`src/rtl/mips_cpu_ctrl_seq.sv`:
```
// Multi-cycle MIPS control sequencer: FETCH/EXEC/MEM/WB FSM with PC, branch delay slot
// tracking and a per-access waitrequest timeout that halts the core.
module mips_cpu_ctrl_seq #(
    parameter logic [31:0] RESET_VECTOR = 32'hBFC00000,
    parameter int          WAIT_MAX     = 15,
    parameter int          WAIT_W       = 4
) (
    input  logic        clk,
    input  logic        reset,
    input  logic        clk_enable,
    input  logic        waitrequest,
    input  logic        dec_mem_read,
    input  logic        dec_mem_write,
    input  logic        dec_reg_write,
    input  logic        dec_is_branch,
    input  logic        dec_branch_taken,
    input  logic [31:0] branch_target,
    output logic [31:0] pc,
    output logic [2:0]  state,
    output logic        ir_write,
    output logic        mem_read,
    output logic        mem_write,
    output logic        reg_write_en,
    output logic        delay_slot,
    output logic        active,
    output logic        timeout_err
);

    typedef enum logic [2:0] {
        S_IDLE  = 3'd0,
        S_FETCH = 3'd1,
        S_EXEC  = 3'd2,
        S_MEM   = 3'd3,
        S_WB    = 3'd4,
        S_HALT  = 3'd5
    } state_t;

    state_t            state_q, state_d;
    logic [31:0]       pc_q, pc_d, tgt_q, tgt_d, pc_next;
    logic              pend_q, pend_d, dly_q, dly_d, terr_q, terr_d;
    logic              mrd_q, mrd_d, mwr_q, mwr_d;
    logic [WAIT_W-1:0] wcnt_q, wcnt_d;

    // The branch target is only taken once its delay slot has retired.
    assign pc_next = (pend_q && dly_q) ? tgt_q : pc_q + 32'd4;

    always_comb begin
        state_d = state_q;
        pc_d    = pc_q;
        tgt_d   = tgt_q;
        pend_d  = pend_q;
        dly_d   = dly_q;
        terr_d  = terr_q;
        mrd_d   = mrd_q;
        mwr_d   = mwr_q;
        wcnt_d  = wcnt_q;
        case (state_q)
            S_IDLE: begin
                state_d = S_FETCH;
                wcnt_d  = '0;
            end
            S_FETCH, S_MEM: begin
                if (waitrequest) begin
                    if (wcnt_q == WAIT_W'(WAIT_MAX)) begin
                        state_d = S_HALT;
                        terr_d  = 1'b1;
                    end else begin
                        wcnt_d = wcnt_q + 1'b1;
                    end
                end else begin
                    state_d = (state_q == S_FETCH) ? S_EXEC : S_WB;
                end
            end
            S_EXEC: begin
                // Branches inside a delay slot are dropped.
                if (dec_is_branch && dec_branch_taken && !dly_q) begin
                    tgt_d  = branch_target;
                    pend_d = 1'b1;
                end
                mrd_d = dec_mem_read;
                mwr_d = dec_mem_write;
                if (dec_mem_read || dec_mem_write) begin
                    state_d = S_MEM;
                    wcnt_d  = '0;
                end else begin
                    state_d = S_WB;
                end
            end
            S_WB: begin
                pc_d   = pc_next;
                wcnt_d = '0;
                if (pend_q && dly_q) begin
                    pend_d = 1'b0;
                    dly_d  = 1'b0;
                end else if (pend_q) begin
                    dly_d = 1'b1;
                end
                state_d = (pc_next == 32'd0) ? S_HALT : S_FETCH;
            end
            default: state_d = state_q;
        endcase
    end

    always_ff @(posedge clk or negedge reset) begin
        if (!reset) begin
            state_q <= S_IDLE;
            pc_q    <= RESET_VECTOR;
            tgt_q   <= '0;
            pend_q  <= 1'b0;
            dly_q   <= 1'b0;
            terr_q  <= 1'b0;
            mrd_q   <= 1'b0;
            mwr_q   <= 1'b0;
            wcnt_q  <= '0;
        end else if (clk_enable) begin
            state_q <= state_d;
            pc_q    <= pc_d;
            tgt_q   <= tgt_d;
            pend_q  <= pend_d;
            dly_q   <= dly_d;
            terr_q  <= terr_d;
            mrd_q   <= mrd_d;
            mwr_q   <= mwr_d;
            wcnt_q  <= wcnt_d;
        end
    end

    // MEM strobes come from values latched in EXEC so they cannot wobble during a stall.
    assign pc           = pc_q;
    assign state        = state_q;
    assign ir_write     = (state_q == S_FETCH) && !waitrequest;
    assign mem_read     = (state_q == S_FETCH) || ((state_q == S_MEM) && mrd_q);
    assign mem_write    = (state_q == S_MEM) && mwr_q;
    assign reg_write_en = (state_q == S_WB) && dec_reg_write;
    assign delay_slot   = dly_q;
    assign active       = (state_q == S_FETCH) || (state_q == S_EXEC) ||
                          (state_q == S_MEM)   || (state_q == S_WB);
    assign timeout_err  = terr_q;

endmodule

```
`config.mk`:
```
export PLATFORM = sky130hd
export DESIGN_NAME = mips_cpu_ctrl_seq
export DESIGN_NICKNAME = d
export VERILOG_FILES = /design/src/rtl/mips_cpu_ctrl_seq.sv
export SDC_FILE = /design/constraint.sdc
export NUM_CORES = 1
export LEC_CHECK = 0
export BUFFER_PORTS_ARGS = -buffer_cell sky130_fd_sc_hd__buf_2
export CORE_MARGIN = 4
export CORE_UTILIZATION = 45
export DETAILED_ROUTE_END_ITERATION = 8
export PLACE_DENSITY_LB_ADDON = 0.05
export RECOVER_POWER = 100
export REMOVE_ABC_BUFFERS = 1
export SLEW_MARGIN = 20
export SYNTH_ARGS = -nofsm -noshare
export SYNTH_HDL_FRONTEND = slang
export SYNTH_SLANG_ARGS = --single-unit
```
`constraint.sdc`:
```
create_clock -name clk -period 7.9 [get_ports clk]
set_clock_uncertainty 0.15 [all_clocks]
set_input_delay 1.185 -clock clk [delete_from_list [all_inputs] [get_ports clk]]
set_output_delay 1.185 -clock clk [all_outputs]
set_load 0.1 [all_outputs]
```
======== Word level (Yosys, flattened, before mapping) ========
Cells that the tools add are included.
word-level totals
  register bits after elaboration ......... 76
  input bits .............................. 41
  word-level logic and storage cells ...... 68
operators by class
  add/subtract/negate cells ............... 2
  equality and inequality tests ........... 11
  muxes and demuxes ....................... 16
  reduce and logical (&&, ||, !) cells .... 30
operators by type and width
  operator                                        number
  adder 32 x 3 -> 32 bit (second input constant)  1
  logical NOT 32 bit                              1
  2-to-1 mux 32 bit                               1
  2-to-1 mux 3 bit                                5
  2-to-1 mux 4 bit                                3
  one-hot mux 3 bit (4 select lines)              1
  one-hot mux 4 bit (3 select lines)              1
  != test 2 bit (second input constant)           5
  AND reduction 3 bit                             3
  AND reduction 4 bit                             2
  logical AND 1 bit                               7
  == test 3 x 2 -> 1 bit (second input constant)  2
  logical OR 1 bit                                5
  AND reduction 5 bit                             1
  adder 4 x 1 -> 4 bit (second input constant)    1
  == test 4 bit (second input constant)           1
  2-to-1 mux 1 bit                                4
  AND reduction 2 bit                             2
  nonzero test 2 bit                              2
  nonzero test 4 bit                              1
  OR reduction 2 bit                              2
  == test 3 x 1 -> 1 bit (second input constant)  1
  == test 3 bit (second input constant)           1
  logical NOT 3 bit                               1
  4 further kinds                                 5

======== Logic depth before layout (Yosys ltp) ========
  depth after elaboration ................. 5
  depth in mapped cells ................... 9
  gate-level depth less buffers ........... 8

======== Worst setup path before layout ========
OpenSTA, ideal clock, no wires.
  kind .................................... register to output
  start ................................... reg state_q[0] (netlist: state[0])
  end ..................................... out ir_write
  arrival time ............................ 3.466 ns
  slack ................................... 3.099 ns
  stages on the path, launching flop included .. 4
  buffers on the path ..................... 1
  cells stage by stage .................... dfrtp_1 clkbuf_1 nand2b_1 nor3_1
on the way
  longest elaborated chain between the ends .. 2
RTL lines
  item                    line  text
  from (decl)             38    state_t state_q, state_d;
  from (signal assigned)  116   state_q <= state_d;
  == test 3 x 1 -> 1 bit  131   assign ir_write = (state_q == S_FETCH) && !waitrequest;
  logical AND 1 bit       131
  to (decl)               20    output logic ir_write,
No other way between the ends.

==> run metrics <==
clk root buf clkbuf_8; area of the core region roughly 0.0094 mm2; source-to-sink clock delay at the later pin of the worst-skew pair ~0.35 ns; mean instance size in the synthesized netlist around 9.5 um2; peak supply drop 0.000207 V; detailed-route vias per instance around 5.7; Final Net Count slightly below 600; Most Frequent Cell on Critical Path clkbuf_1; wirelength, routed 11100 um; Post-synth EDFFs 0; Top FF cell, synth dfrtp_1; Boundary Pins 83; number of gates on the worst path with buffers counted 2; Worst EP arrival approximately 4.2 ns; ys async rst share 1.00; Worst slew margin -0.370; slew at the pin closest to its max-slew limit slightly above 2 ns; most area-consuming cells after synthesis dfrtp_1 (38%), mux2_2 (9.7%), dfstp_2 (5.3%); Max Fanout on Critical Path 39; max-capacitance violation count 4; vias in the first global route around 3600; sequential power share 0.388; Power Internal just under 900 uW; cell area after synthesis roughly 0.0044 mm2; Critical Path Start reset; summed negative setup slack over all endpoints 0 ns; kind of end point of the critical path asynchronous set/reset pin; gate family responsible for the most delay along the worst path buffers and inverters; Final Wtd Congestion approximately 0.90; remaining global-route overflow 0; Post-CTS Resized 0; TritonCTS clock tree yes; library cell with the largest summed area after synthesis dfrtp_1; deepest level of the CTS H-tree 3; clock power share 0.229; switching part of the total 0.453; post-DR wirelength/cell 16.5 um; Synth top area share 0.378; failing checks capacitance limit, slew limit; status finished with violations; number of antenna violations at the first check in global routing 0; number of unique standard cell types used by synthesis between 60 and 70; largest net degree at the start of global routing 77; count of state elements after synthesis 76; Data required, critical path 7.81 ns; number of pins exceeding their max-slew limit in the final report 153; clock tree buffer depth 2; worst setup path class in2async; number of rows in the core area 35; count of TritonRoute iterations in the first routing pass 5; die footprint 0.0115 mm2; fraction of layout instances using a drive strength above 1 0.231; total vias in the final route between 3000 and 4000; synthesized instance count roughly 470; clock-pin slew on the worst setup and hold paths roughly 0.080 ns; final worst-path cycle share 0.543; Syn. warnings 0; final critical-path required period approximately 4.3 ns; cells along the critical path clkbuf_1, clkbuf_1; number of buffers created by CTS 9; remaining design rule violation count 0; cell count of the worst reg-to-reg path 4; kind of launch point of the worst setup path input port; Setup Viol. Count Final 0; register-to-register setup slack ~4.3 ns; worst hold path type reg2reg; leakage power summed over all cells around 2.2 nW; Initial Util 0.471; Max Freq ~0.23 GHz; slowest stage cell on the critical path clkbuf_1; buffers inserted during post-CTS setup optimization 0; Final Core Density 0.535; RSZ-0062 raised after global routing no; Power per Cell Area roughly 320 mW/mm2; residual antenna-violating net count after detailed routing 0; number of buffers inserted by hold repair at cts 0; Buf/Inv on CP 2; iteration-0 DRC count of the detailed router 149; Reg2Reg Capture Point tgt_q[21]$_DFFE_PN0P_; final hold vios 0; Detailed Place HPWL slightly below 8000 um; CP Capture Point tgt_q[29]$_DFFE_PN0P_; Worst Hold Margin between 0.3 and 0.4 ns; part of the total power dissipated in combinational logic 0.383; post-layout instance count excluding filler cells between 600 and 700; diodes inserted 0; switching power 726 uW; area grow syn2layout 13.5%; aggregate global-route resource usage 0.200; number of clock sinks 76; number of I/O port buffers a little over 80; post-synthesis sequential area ratio 0.431; count of placed standard cells including taps ~650; x dimension of the die 107 um; stage delay of the slowest cell on the critical path between 1.5 and 2 ns; worst r2r src state[2]$_DFFE_PN0P_; die span in y 107 um; first-pass GRT wire length ~18000 um
[Yosys cell counts, drive strengths merged (2+ instances only)]
| cell type | number |
|---|---|
| ha | 2 |
| o31ai | 4 |
| buf | 11 |
| or4b | 2 |
| nand4 | 9 |
| o21ai | 31 |
| nor2 | 40 |
| xnor2 | 8 |
| o22a | 4 |
| nand4b | 2 |
| inv | 5 |
| a21oi | 36 |
| mux2i | 5 |
| o211ai | 5 |
| dfstp | 9 |
| or3 | 2 |
| and4 | 3 |
| mux2 | 38 |
| nand2b | 3 |
| o22ai | 6 |
| clkbuf | 20 |
| a22oi | 2 |
| a31o | 4 |
| a31oi | 7 |
| xor2 | 10 |
| nand2 | 59 |
| nand3 | 22 |
| or4 | 3 |
| nor4 | 9 |
| nor3 | 14 |
| dfrtp | 67 |
| and3 | 6 |
| and2 | 5 |
[worst min-delay path by stage]
stage	start	end	slack, ns	cells after the start
floorplan	tgt_q[24]$_DFFE_PN0P_	tgt_q[24]$_DFFE_PN0P_	0.32	1
global placement	timeout_err$_DFFE_PN0P_	timeout_err$_DFFE_PN0P_	0.31	1
detailed placement	timeout_err$_DFFE_PN0P_	timeout_err$_DFFE_PN0P_	0.31	1
CTS	timeout_err$_DFFE_PN0P_	timeout_err$_DFFE_PN0P_	0.33	1
global route	timeout_err$_DFFE_PN0P_	timeout_err$_DFFE_PN0P_	0.36	1
finish	timeout_err$_DFFE_PN0P_	timeout_err$_DFFE_PN0P_	0.33	1
[metal layers]
metal,routed length [um],GRT usage
met1,5220,0.287
met5,0,0
met3,611,0.0312
met4,253,0.0749
met2,5020,0.304
[layout make-up]
| class | count | area [um2] |
|---|---|---|
| flip-flops and latches | 76 | 1910 |
| repair buffers | 88 | 388 |
| clock inverters | 7 | 124 |
| well taps | 129 | 161 |
| clock buffers | 9 | 124 |
| inverters | 5 | 18.8 |
| multi-input cells | 357 | 2310 |
| fillers | 926 | 4380 |
[per-stage QoR]
| stage | area [um2] | setup slack, ns | total power, mW |
|---|---|---|---|
| 5_1_grt | 5030 | 2.78 | 1.69 |
| 3_3_place_gp | 4860 | 4.19 | 1.24 |
| 6_report | 5030 | 3.61 | 1.60 |
| 4_1_cts | 5110 | 4.48 | 1.63 |
| 3_5_place_dp | 4860 | 4.10 | 1.26 |
| 2_1_floorplan | 4250 | 3.18 | 1.10 |
[cells in the final DEF, fill, tap and decap left out, types with 3 or more instances in the layout]
cell type,synthesis,final
clkbuf_8,2,9
a21oi_1,35,35
o22a_1,4,4
dfrtp_1,67,67
mux2i_1,5,5
dfstp_2,9,9
xor2_1,10,10
nor4_1,8,8
bufinv_16,0,3
and2_1,4,4
a31oi_1,7,7
nor3_1,13,13
o211ai_1,5,5
and3_1,5,5
mux2_2,38,38
nand2_1,59,58
nand2b_1,3,3
clkbuf_1,18,48
o22ai_1,6,6
inv_1,5,5
nor2_1,40,40
buf_4,3,3
nand3_2,5,5
nand4_1,7,8
o21ai_0,30,30
nand3_1,16,16
xnor2_1,8,8
buf_2,2,37
o31ai_1,3,4
[power by group through the flow]
stage               Sequential, mW  Clock, mW  Combinational, mW
floorplan                    0.779          0              0.324
global placement             0.624          0              0.619
detailed placement           0.629          0              0.628
CTS                          0.622      0.377              0.630
global route                 0.642      0.394              0.658
finish                       0.621      0.367              0.613
[flip-flops by register name (all words and copies together), names as in the netlist]
register,flops
pc,32
tgt_q,32
wcnt_q,4
state,3
delay_slot,1
mrd_q,1
mwr_q,1
pend_q,1
timeout_err,1
[cell families (layout without fill, tap and decap cells)]
family,Yosys count,count (layout),synth area share
AO/OA/AOI/OAI,110,110,0.154
flip-flops,76,76,0.431
XOR/XNOR,18,18,0.0356
buffers and inverters,36,109,0.0466
multiplexers,43,43,0.108
adder cells (fa/ha/maj),2,2,0.00564
AND/OR/NAND/NOR,184,184,0.220
(Power assumes the default switching activity.)
